File: config.mk
export PLATFORM = sky130hd
export DESIGN_NAME = restoring_divider_flat
export DESIGN_NICKNAME = d
export VERILOG_FILES = /design/src/rtl/restoring_divider_if.sv /design/src/rtl/restoring_divider.sv /design/src/flat_wrapper.sv
export SDC_FILE = /design/constraint.sdc
export NUM_CORES = 1
export LEC_CHECK = 0
export CAP_MARGIN = 20
export CORE_ASPECT_RATIO = 0.8
export CORE_MARGIN = 3
export CORE_UTILIZATION = 40
export CTS_BUF_LIST = sky130_fd_sc_hd__clkbuf_8
export DETAILED_ROUTE_END_ITERATION = 8
export DONT_BUFFER_PORTS = 1
export SLEW_MARGIN = 40
export SYNTH_ARGS = -nofsm -noshare
export SYNTH_HDL_FRONTEND = slang
export SYNTH_SLANG_ARGS = --single-unit
export TNS_END_PERCENT = 20
File: constraint.sdc
create_clock -name clk -period 3.9 [get_ports clk]
set_input_delay 0.78 -clock clk [delete_from_list [all_inputs] [get_ports clk]]
set_output_delay 0.78 -clock clk [all_outputs]
set_load 0.005 [all_outputs]
File: src/rtl/restoring_divider_if.sv
// Handshake and result bundle for the 8-bit by 4-bit restoring divider.
// The master drives the request; the slave (divider) returns status and results.
interface restoring_divider_if;
  logic       start;
  logic [7:0] dividend;
  logic [3:0] divisor;
  logic       busy;
  logic       done;
  logic [7:0] quotient;
  logic [3:0] remainder;
  logic       dz;

  modport master (
    output start, dividend, divisor,
    input  busy, done, quotient, remainder, dz
  );

  modport slave (
    input  start, dividend, divisor,
    output busy, done, quotient, remainder, dz
  );
endinterface

File: src/rtl/restoring_divider.sv
// Sequential restoring divider: 8-bit dividend / 4-bit divisor, one quotient bit per cycle.
// Optional DIV_ZERO_DETECT_EN short-circuits a zero divisor straight to DONE with dz=1.
module restoring_divider (
  input  logic                clk,
  input  logic                rst,
  restoring_divider_if.slave  bus
);

  typedef enum logic [1:0] {
    S_IDLE = 2'd0,
    S_RUN  = 2'd1,
    S_DONE = 2'd2
  } state_e;

  state_e     state_q, state_d;
  logic [2:0] cnt_q, cnt_d;
  logic [7:0] dvd_q, dvd_d;    // dividend bits shift out of the MSB, quotient bits shift in at the LSB
  logic [3:0] dvs_q, dvs_d;
  logic [3:0] part_q, part_d;
  logic [7:0] quo_q, quo_d;
  logic [3:0] rem_q, rem_d;
  logic       dz_q, dz_d;

  logic       accept;
  logic [4:0] shifted;
  logic       qbit;
  logic [3:0] part_next;

  // Trial subtraction: "no borrow" is exactly shifted >= divisor.
  always_comb begin
    shifted   = {part_q, dvd_q[7]};
    qbit      = (shifted >= {1'b0, dvs_q});
    part_next = qbit ? (shifted[3:0] - dvs_q) : shifted[3:0];
  end

  assign accept = bus.start && (state_q != S_RUN);

  always_comb begin
    // NOTE: every _d gets its hold value first so no path through the case can infer a latch.
    state_d = state_q;
    cnt_d   = cnt_q;
    dvd_d   = dvd_q;
    dvs_d   = dvs_q;
    part_d  = part_q;
    quo_d   = quo_q;
    rem_d   = rem_q;
    dz_d    = dz_q;

    case (state_q)
      S_IDLE, S_DONE: begin
        if (accept) begin
          dvd_d   = bus.dividend;
          dvs_d   = bus.divisor;
          part_d  = 4'd0;
          cnt_d   = 3'd0;
          state_d = S_RUN;
`ifdef DIV_ZERO_DETECT_EN
          if (bus.divisor == 4'd0) begin
            state_d = S_DONE;
            quo_d   = 8'hFF;
            rem_d   = 4'd0;
            dz_d    = 1'b1;
          end
`endif
        end else begin
          state_d = S_IDLE;
        end
      end

      S_RUN: begin
        dvd_d  = {dvd_q[6:0], qbit};
        part_d = part_next;
        cnt_d  = cnt_q + 3'd1;
        if (cnt_q == 3'd7) begin
          state_d = S_DONE;
          quo_d   = {dvd_q[6:0], qbit};
          rem_d   = part_next;
          dz_d    = 1'b0;
        end
      end

      default: state_d = S_IDLE;
    endcase
  end

  always_ff @(posedge clk) begin
    // NOTE: sequential state uses non-blocking assignments so all flops update from pre-edge values.
    if (rst) begin
      state_q <= S_IDLE;
      cnt_q   <= 3'd0;
      dvd_q   <= 8'd0;
      dvs_q   <= 4'd0;
      part_q  <= 4'd0;
      quo_q   <= 8'd0;
      rem_q   <= 4'd0;
      dz_q    <= 1'b0;
    end else begin
      state_q <= state_d;
      cnt_q   <= cnt_d;
      dvd_q   <= dvd_d;
      dvs_q   <= dvs_d;
      part_q  <= part_d;
      quo_q   <= quo_d;
      rem_q   <= rem_d;
      dz_q    <= dz_d;
    end
  end

  assign bus.busy      = (state_q == S_RUN);
  assign bus.done      = (state_q == S_DONE);
  assign bus.quotient  = quo_q;
  assign bus.remainder = rem_q;
  assign bus.dz        = dz_q;

endmodule

File: src/flat_wrapper.sv
// flat-port wrapper written by rule: the top's interface ports become plain ports
module restoring_divider_flat 
  (clk, rst, bus_start, bus_dividend, bus_divisor, bus_busy, bus_done, bus_quotient, bus_remainder, bus_dz);
  restoring_divider_if bus_i ();
  input  logic clk;
  input  logic rst;
  input wire logic [$bits(bus_i.start)-1:0] bus_start;
  input wire logic [$bits(bus_i.dividend)-1:0] bus_dividend;
  input wire logic [$bits(bus_i.divisor)-1:0] bus_divisor;
  output wire logic [$bits(bus_i.busy)-1:0] bus_busy;
  output wire logic [$bits(bus_i.done)-1:0] bus_done;
  output wire logic [$bits(bus_i.quotient)-1:0] bus_quotient;
  output wire logic [$bits(bus_i.remainder)-1:0] bus_remainder;
  output wire logic [$bits(bus_i.dz)-1:0] bus_dz;
  assign bus_i.start = bus_start;
  assign bus_i.dividend = bus_dividend;
  assign bus_i.divisor = bus_divisor;
  assign bus_busy = bus_i.busy;
  assign bus_done = bus_i.done;
  assign bus_quotient = bus_i.quotient;
  assign bus_remainder = bus_i.remainder;
  assign bus_dz = bus_i.dz;
  restoring_divider u_core (.clk(clk), .rst(rst), .bus(bus_i));
endmodule
==> flow_metrics.env, run 1 <==
export IMPL_drt_wl_total_mm=3.31
export IMPL_drt_iter0_markers=97
export IMPL_startpoint_type="flip-flop"
export IMPL_grt_pass1_vias=1125
export IMPL_antenna_cells=0
export IMPL_yosys_warnings=0
export IMPL_syn_inst=177
export IMPL_critPathSlowestCell="dfxtp_1"
export IMPL_synth_area_leaders="dfxtp_1 (44%), nand2_1 (7.2%), a21oi_1 (7.0%)"
export IMPL_gp_congestion=0.786
export IMPL_synth_xor_area_frac=0.00582
export IMPL_synth_adder_area_share=0.0632
export IMPL_antenna_found_initial=0
export IMPL_syn2layout_area_growth_pct=4.33
export IMPL_ant_nets=0
export IMPL_cts_root_buf="clkbuf_8"
export IMPL_initial_core_util=0.427
export IMPL_layout_drive_gt1_share=0.0809
export IMPL_hold_class="flip-flop to flip-flop"
export IMPL_die_y_um=60.8
export IMPL_row_count=19
export IMPL_ir_drop_uv=258
export IMPL_slew_violations=0
export IMPL_cp_max_fo=13
export IMPL_ys_ff_latch=33
export IMPL_syn_nets=199
export IMPL_routed_top_layer="met4"
export IMPL_hold_viol=0
export IMPL_nets=194
export IMPL_core_area_sq_um=3520
export IMPL_cts_buffers=5
export IMPL_tritoncts="yes"
export IMPL_final_cell_mix="dfxtp_1 (33), nand2_1 (29), a21oi_1 (21), nor2_1 (11), a22oi_1 (10)"
export IMPL_leakage_nw=0.572
export IMPL_synth_mux_area_frac=0
export IMPL_slew_headroom=0.550
export IMPL_vias=1190
export IMPL_async_flop_share=0
export IMPL_path_class="flip-flop to output port"
export IMPL_yosysSeqAreaShare=0.439
export IMPL_synthSimpleGateAreaFrac=0.210
export IMPL_die_w_um=74.6
export IMPL_drt_met1_wl_mm=1.63
export IMPL_crit_chain="nand2b_1 > inv_1"
export IMPL_clk_path_buf_depth=2
export IMPL_wl_met3_um=188
export IMPL_powerDensity_nw_per_um2=475
export IMPL_grt_overflow=0
export IMPL_synth_top_family_by_area="compound AO/OA/AOI/OAI gates"
export IMPL_fin_crit_sh=0.508
export IMPL_drv_cap=0
export IMPL_grt_total_usage=0.159
export IMPL_hold_buffers=0
export IMPL_finalSetupTns_ns=0
export IMPL_wire_per_inst_um=15.4
export IMPL_grt_pass1_wl_mm=5.49
export IMPL_synth_main_ff_cell="dfxtp_1"
export IMPL_tightestPinTransition_ns=0.673
export IMPL_cts_resized_gates=0
export IMPL_wl_met2_mm=1.49
export IMPL_port_buffers=0
export IMPL_fmax_mhz=505
export IMPL_clk_pin_slew_ns=0.07
export IMPL_crit_required_ns=3.12
export IMPL_place_inst=207
export IMPL_slowest_delay_ns=0.43
export IMPL_postCtsSetupBuffers=0
export IMPL_cp_num_buf_inv=1
export IMPL_die_area_sq_um=4540
export IMPL_layout_commonest_cell="dfxtp_1"
export IMPL_first_pass_iters=5
export IMPL_vias_per_cell=5.53
export IMPL_grt_setup_unrepaired="no"
export IMPL_layoutNonFillerInstCount=215
export IMPL_min_period_ns=1.98
export IMPL_drc=0
export IMPL_status="finished, final reports clean"
export IMPL_clk_latency_ns=0.27
export IMPL_synth_edf_count=0
export IMPL_ys_types=34
export IMPL_end_kind="output port"
export IMPL_yosys_area_top_type="dfxtp_1"
export IMPL_setup_viol=0
export IMPL_yosysTopAreaCellShare=0.439
export IMPL_finClkSkew_ns=0.00341
export IMPL_dp_hpwl_mm=2.34
export IMPL_grt_max_degree=36
export IMPL_synth_compound_area_frac=0.213
export IMPL_arrival_ns=1.20
export IMPL_io_pins=30
export IMPL_synthesis_area_sq_um=1500
export IMPL_avgSynthCellArea_sq_um=8.50
export IMPL_htree_levels=2
export IMPL_cts_num_sinks=33
export IMPL_crit_family="flip-flops"
-- metrics by stage --
step           worst slack [ns]  instance area [sq um]  total power [mW]  hold slack (ns)  utilization
2_1_floorplan              2.24                   1500             0.506            0.436            -
3_3_place_gp               1.65                   1480             0.505            0.440        0.422
3_5_place_dp               1.58                   1480             0.509            0.458        0.422
4_1_cts                    1.87                   1570             0.751            0.470        0.445
5_1_grt                    1.79                   1570             0.793            0.492        0.446
6_report                   1.92                   1570             0.745            0.469        0.446
-- path summary, 6_finish.rpt --
| path | start | end | cells after the start | slack (ns) |
|---|---|---|---|---|
| worst max-delay path | u_core.state_q[0]$_SDFFE_PP0P_ | bus_busy | 2 | 1.92 |
| worst min-delay path | u_core.bus.quotient[4]$_SDFFE_PP0P_ | u_core.bus.quotient[4]$_SDFFE_PP0P_ | 2 | 0.47 |
| worst max register to register | u_core.cnt_q[0]$_SDFFE_PP0P_ | u_core.bus.remainder[1]$_SDFFE_PP0P_ | 5 | 2.00 |
| worst min register to register | u_core.bus.quotient[4]$_SDFFE_PP0P_ | u_core.bus.quotient[4]$_SDFFE_PP0P_ | 2 | 0.47 |
-- cell families (layout without fill, tap and decap cells) --
kind of cell	after synthesis	in the layout
xor+xnor	1	1
other cells	1	1
compound gates	50	50
fa+ha+maj	7	7
simple gates	66	66
buf+inv	19	15
flops	33	33
-- metal layers --
metal  track usage  vias up
met4        0.0381        0
met2         0.230       34
met5             0        -
met1         0.230      548
met3        0.0480        2
li1              -      606
-- power breakdown --
| group | total, mW | switching, mW | internal [mW] |
|---|---|---|---|
| Combinational | 0.137 | 0.0851 | 0.0516 |
| Clock | 0.241 | 0.120 | 0.121 |
| Sequential | 0.368 | 0.0145 | 0.353 |
-- registers in the layout, summed over array words and instances, names as in the netlist --
name	count
u_core.bus.quotient	8
u_core.bus.remainder	4
u_core.cnt_q	3
u_core.dvd_q	8
u_core.dvs_q	4
u_core.part_q	4
u_core.state_q	2
-- cell usage after synthesis (4+ instances only) --
cell / instances
nor2_1: 11
dfxtp_1: 33
ha_1: 6
buf_2: 7
nand2_1: 29
inv_1: 7
or3_1: 5
a32o_1: 4
a22oi_1: 10
nor3_1: 5
o21ai_0: 7
a21oi_1: 21
-- tightest hold or removal path: cells and delay by family (launching register included) --
family	cells	cell delay, ns
flip-flops	1	0.32
AND/OR/NAND/NOR	1	0.06
AO/OA/AOI/OAI	1	0.05
-- final cells by class --
cell class	count	area [sq um]
clock inverter	3	13.8
inverter	7	26.3
fill	345	1950
clock buffer	5	68.8
tap	42	52.6
sequential	33	661
multi-input combinational	125	747
(Power assumes the default switching activity.)
==> inputs of run 2 (changes only) <==
clock period = 1.65 ns   (was 3.9 ns; I/O delays follow)
==> run 2 against run 1 <==
Net effect:
- power rose to 2.6 times the previous value
- final cell count up 9.8%
- clock-buffer cell count unchanged
- flip-flop and latch count unchanged
- register-to-register slack worse by 1.9 ns
- first-iteration DRC count up 3.1%
- hold slack worse by 0.36 ns
- critical endpoint is now u_core.part_q[2]$_SDFFE_PP0P_
==> flow_metrics.env, run 2 (synthesis gave the netlist of run 1 again) <==
export IMPL_end_kind="flip-flop"
export IMPL_path_class="flip-flop to flip-flop"
export IMPL_min_period_ns=1.59
export IMPL_swShare=0.302
export IMPL_power_total_mw=1.93
export IMPL_hold_buffers=0
export IMPL_vias=1334
export IMPL_powerDensity_nw_per_um2=1060
export IMPL_rrSetupSlack_ns=0.06
export IMPL_min_from="rst"
export IMPL_grt_pass1_vias=1265
export IMPL_htree_levels=2
export IMPL_die_area_sq_um=4540
export IMPL_switchingPower_uw=583
export IMPL_cp_max_fo=5
export IMPL_gp_congestion=0.834
export IMPL_row_count=19
export IMPL_cts_buffers=5
export IMPL_p_seq_frac=0.454
export IMPL_power_frac_comb=0.246
export IMPL_ir_drop_uv=468
export IMPL_timing_hold_ws_ns=0.110
export IMPL_clk_pin_slew_ns=0.07
export IMPL_hold_class="input pin to flip-flop"
export IMPL_fmax_mhz=629
export IMPL_drc=0
export IMPL_initial_core_util=0.427
export IMPL_antenna_found_initial=0
export IMPL_layout_drive_gt1_share=0.284
export IMPL_io_pins=30
export IMPL_ant_nets=0
export IMPL_reg2reg_depth=6
export IMPL_clk_path_buf_depth=2
export IMPL_syn2layout_area_growth_pct=21.5
export IMPL_grt_total_usage=0.175
export IMPL_clk_latency_ns=0.29
export IMPL_die_y_um=60.8
export IMPL_drt_iter0_markers=100
export IMPL_setup_viol=0
export IMPL_layout_commonest_cell="nand2_1"
export IMPL_port_buffers=0
export IMPL_timing_rr_end="u_core.part_q[2]$_SDFFE_PP0P_"
export IMPL_fill_cells=342
export IMPL_seq_area_sq_um=672
export IMPL_final_cell_mix="nand2_1 (30), dfxtp_1 (24), a21oi_1 (21), buf_4 (20), nor2_1 (11)"
export IMPL_leakage_nw=0.674
export IMPL_finClkSkew_ns=0.0112
export IMPL_worstReg2RegStart="u_core.dvs_q[1]$_SDFFE_PP0P_"
export IMPL_vias_per_cell=5.65
export IMPL_slew_violations=0
export IMPL_core_area_sq_um=3520
export IMPL_wire_per_inst_um=16.0
export IMPL_p_int_mw=1.35
export IMPL_cts_num_sinks=33
export IMPL_dp_hpwl_mm=2.58
export IMPL_holdPathStages=1
export IMPL_grt_setup_unrepaired="yes"
export IMPL_drv_cap=0
export IMPL_cts_root_buf="clkbuf_8"
export IMPL_multi_input_area_sq_um=845
export IMPL_die_w_um=74.6
export IMPL_startpoint_type="flip-flop"
export IMPL_tritoncts="yes"
export IMPL_grt_max_degree=36
export IMPL_hold_viol=0
export IMPL_antenna_cells=0
export IMPL_status="finished, final reports clean"
export IMPL_min_to="u_core.dvd_q[7]$_SDFFE_PP0P_"
export IMPL_drt_wl_total_mm=3.77
export IMPL_grt_overflow=0
export IMPL_fin_crit_sh=0.963
export IMPL_p_clk_frac=0.300
export IMPL_grt_pass1_wl_mm=5.87
export IMPL_crit_required_ns=1.82
export IMPL_arrival_ns=1.76
export IMPL_first_pass_iters=4
export IMPL_nets=215
[run 2: timing repair]
action | in CTS | in global routing
gates resized for setup | 6 | 21
endpoints found under the setup margin | 3 | 10
cloned | 1 | 0
pin swaps | 3 | 10
buffers inserted | 1 | 4
[run 2: final cells by class]
class / count / share of cell area
clock buffer: 5 / 0.0376
clock inverter: 3 / 0.00753
inverter: 7 / 0.0144
multi-input combinational: 126 / 0.462
sequential: 33 / 0.368
tap: 42 / 0.0287
timing repair buffer: 20 / 0.0821
[run 2: critical path, cell delays in order, from the launching register on]
cell     delay [ns]
dfxtp_2        0.34
inv_2          0.04
ha_4           0.23
nand4_1        0.12
nand2_2        0.10
or3_1          0.39
a32o_1         0.27
[run 2: power groups by stage]
| stage | Sequential, mW | Clock (mW) | Combinational, mW |
|---|---|---|---|
| finish | 0.877 | 0.580 | 0.475 |
| global route | 0.881 | 0.639 | 0.521 |
| CTS | 0.867 | 0.587 | 0.428 |
| detailed placement | 0.882 | 0 | 0.386 |
| global placement | 0.880 | 0 | 0.371 |
| floorplan | 0.875 | 0 | 0.322 |
[run 2: how the worst max path moves through the flow]
stage / start / endpoint / slack [ns] / depth (start not counted)
2_1_floorplan: u_core.dvd_q[7]$_SDFFE_PP0P_ / u_core.part_q[2]$_SDFFE_PP0P_ / 0.04 / 6
3_3_place_gp: u_core.dvd_q[7]$_SDFFE_PP0P_ / u_core.part_q[2]$_SDFFE_PP0P_ / 0.006 / 6
3_5_place_dp: u_core.dvd_q[7]$_SDFFE_PP0P_ / u_core.part_q[2]$_SDFFE_PP0P_ / -0.07 / 6
4_1_cts: u_core.part_q[0]$_SDFFE_PP0P_ / u_core.part_q[1]$_SDFFE_PP0P_ / 0.007 / 5
5_1_grt: u_core.dvs_q[3]$_SDFFE_PP0P_ / u_core.part_q[2]$_SDFFE_PP0P_ / -0.01 / 6
6_report: u_core.dvs_q[1]$_SDFFE_PP0P_ / u_core.part_q[2]$_SDFFE_PP0P_ / 0.06 / 6
[run 2: metrics by stage]
stage               std cells  TNS (ns)  cell area, sq um  worst slack (ns)   util
finish                    236         0              1830            0.0608  0.520
detailed placement        222    -0.106              1600           -0.0684  0.454
floorplan                 177         0              1500            0.0353      -
global route              236   -0.0169              1830           -0.0131  0.520
CTS                       232         0              1720           0.00661  0.490
global placement          222         0              1600           0.00591  0.454
[run 2: metal layers]
metal / track usage / wire length (um) / share of wire
met1: 0.224 / 1640 / 0.44
met2: 0.265 / 1780 / 0.47
met3: 0.0596 / 287 / 0.076
met4: 0.0812 / 62 / 0.016
met5: 0 / 0 / 0
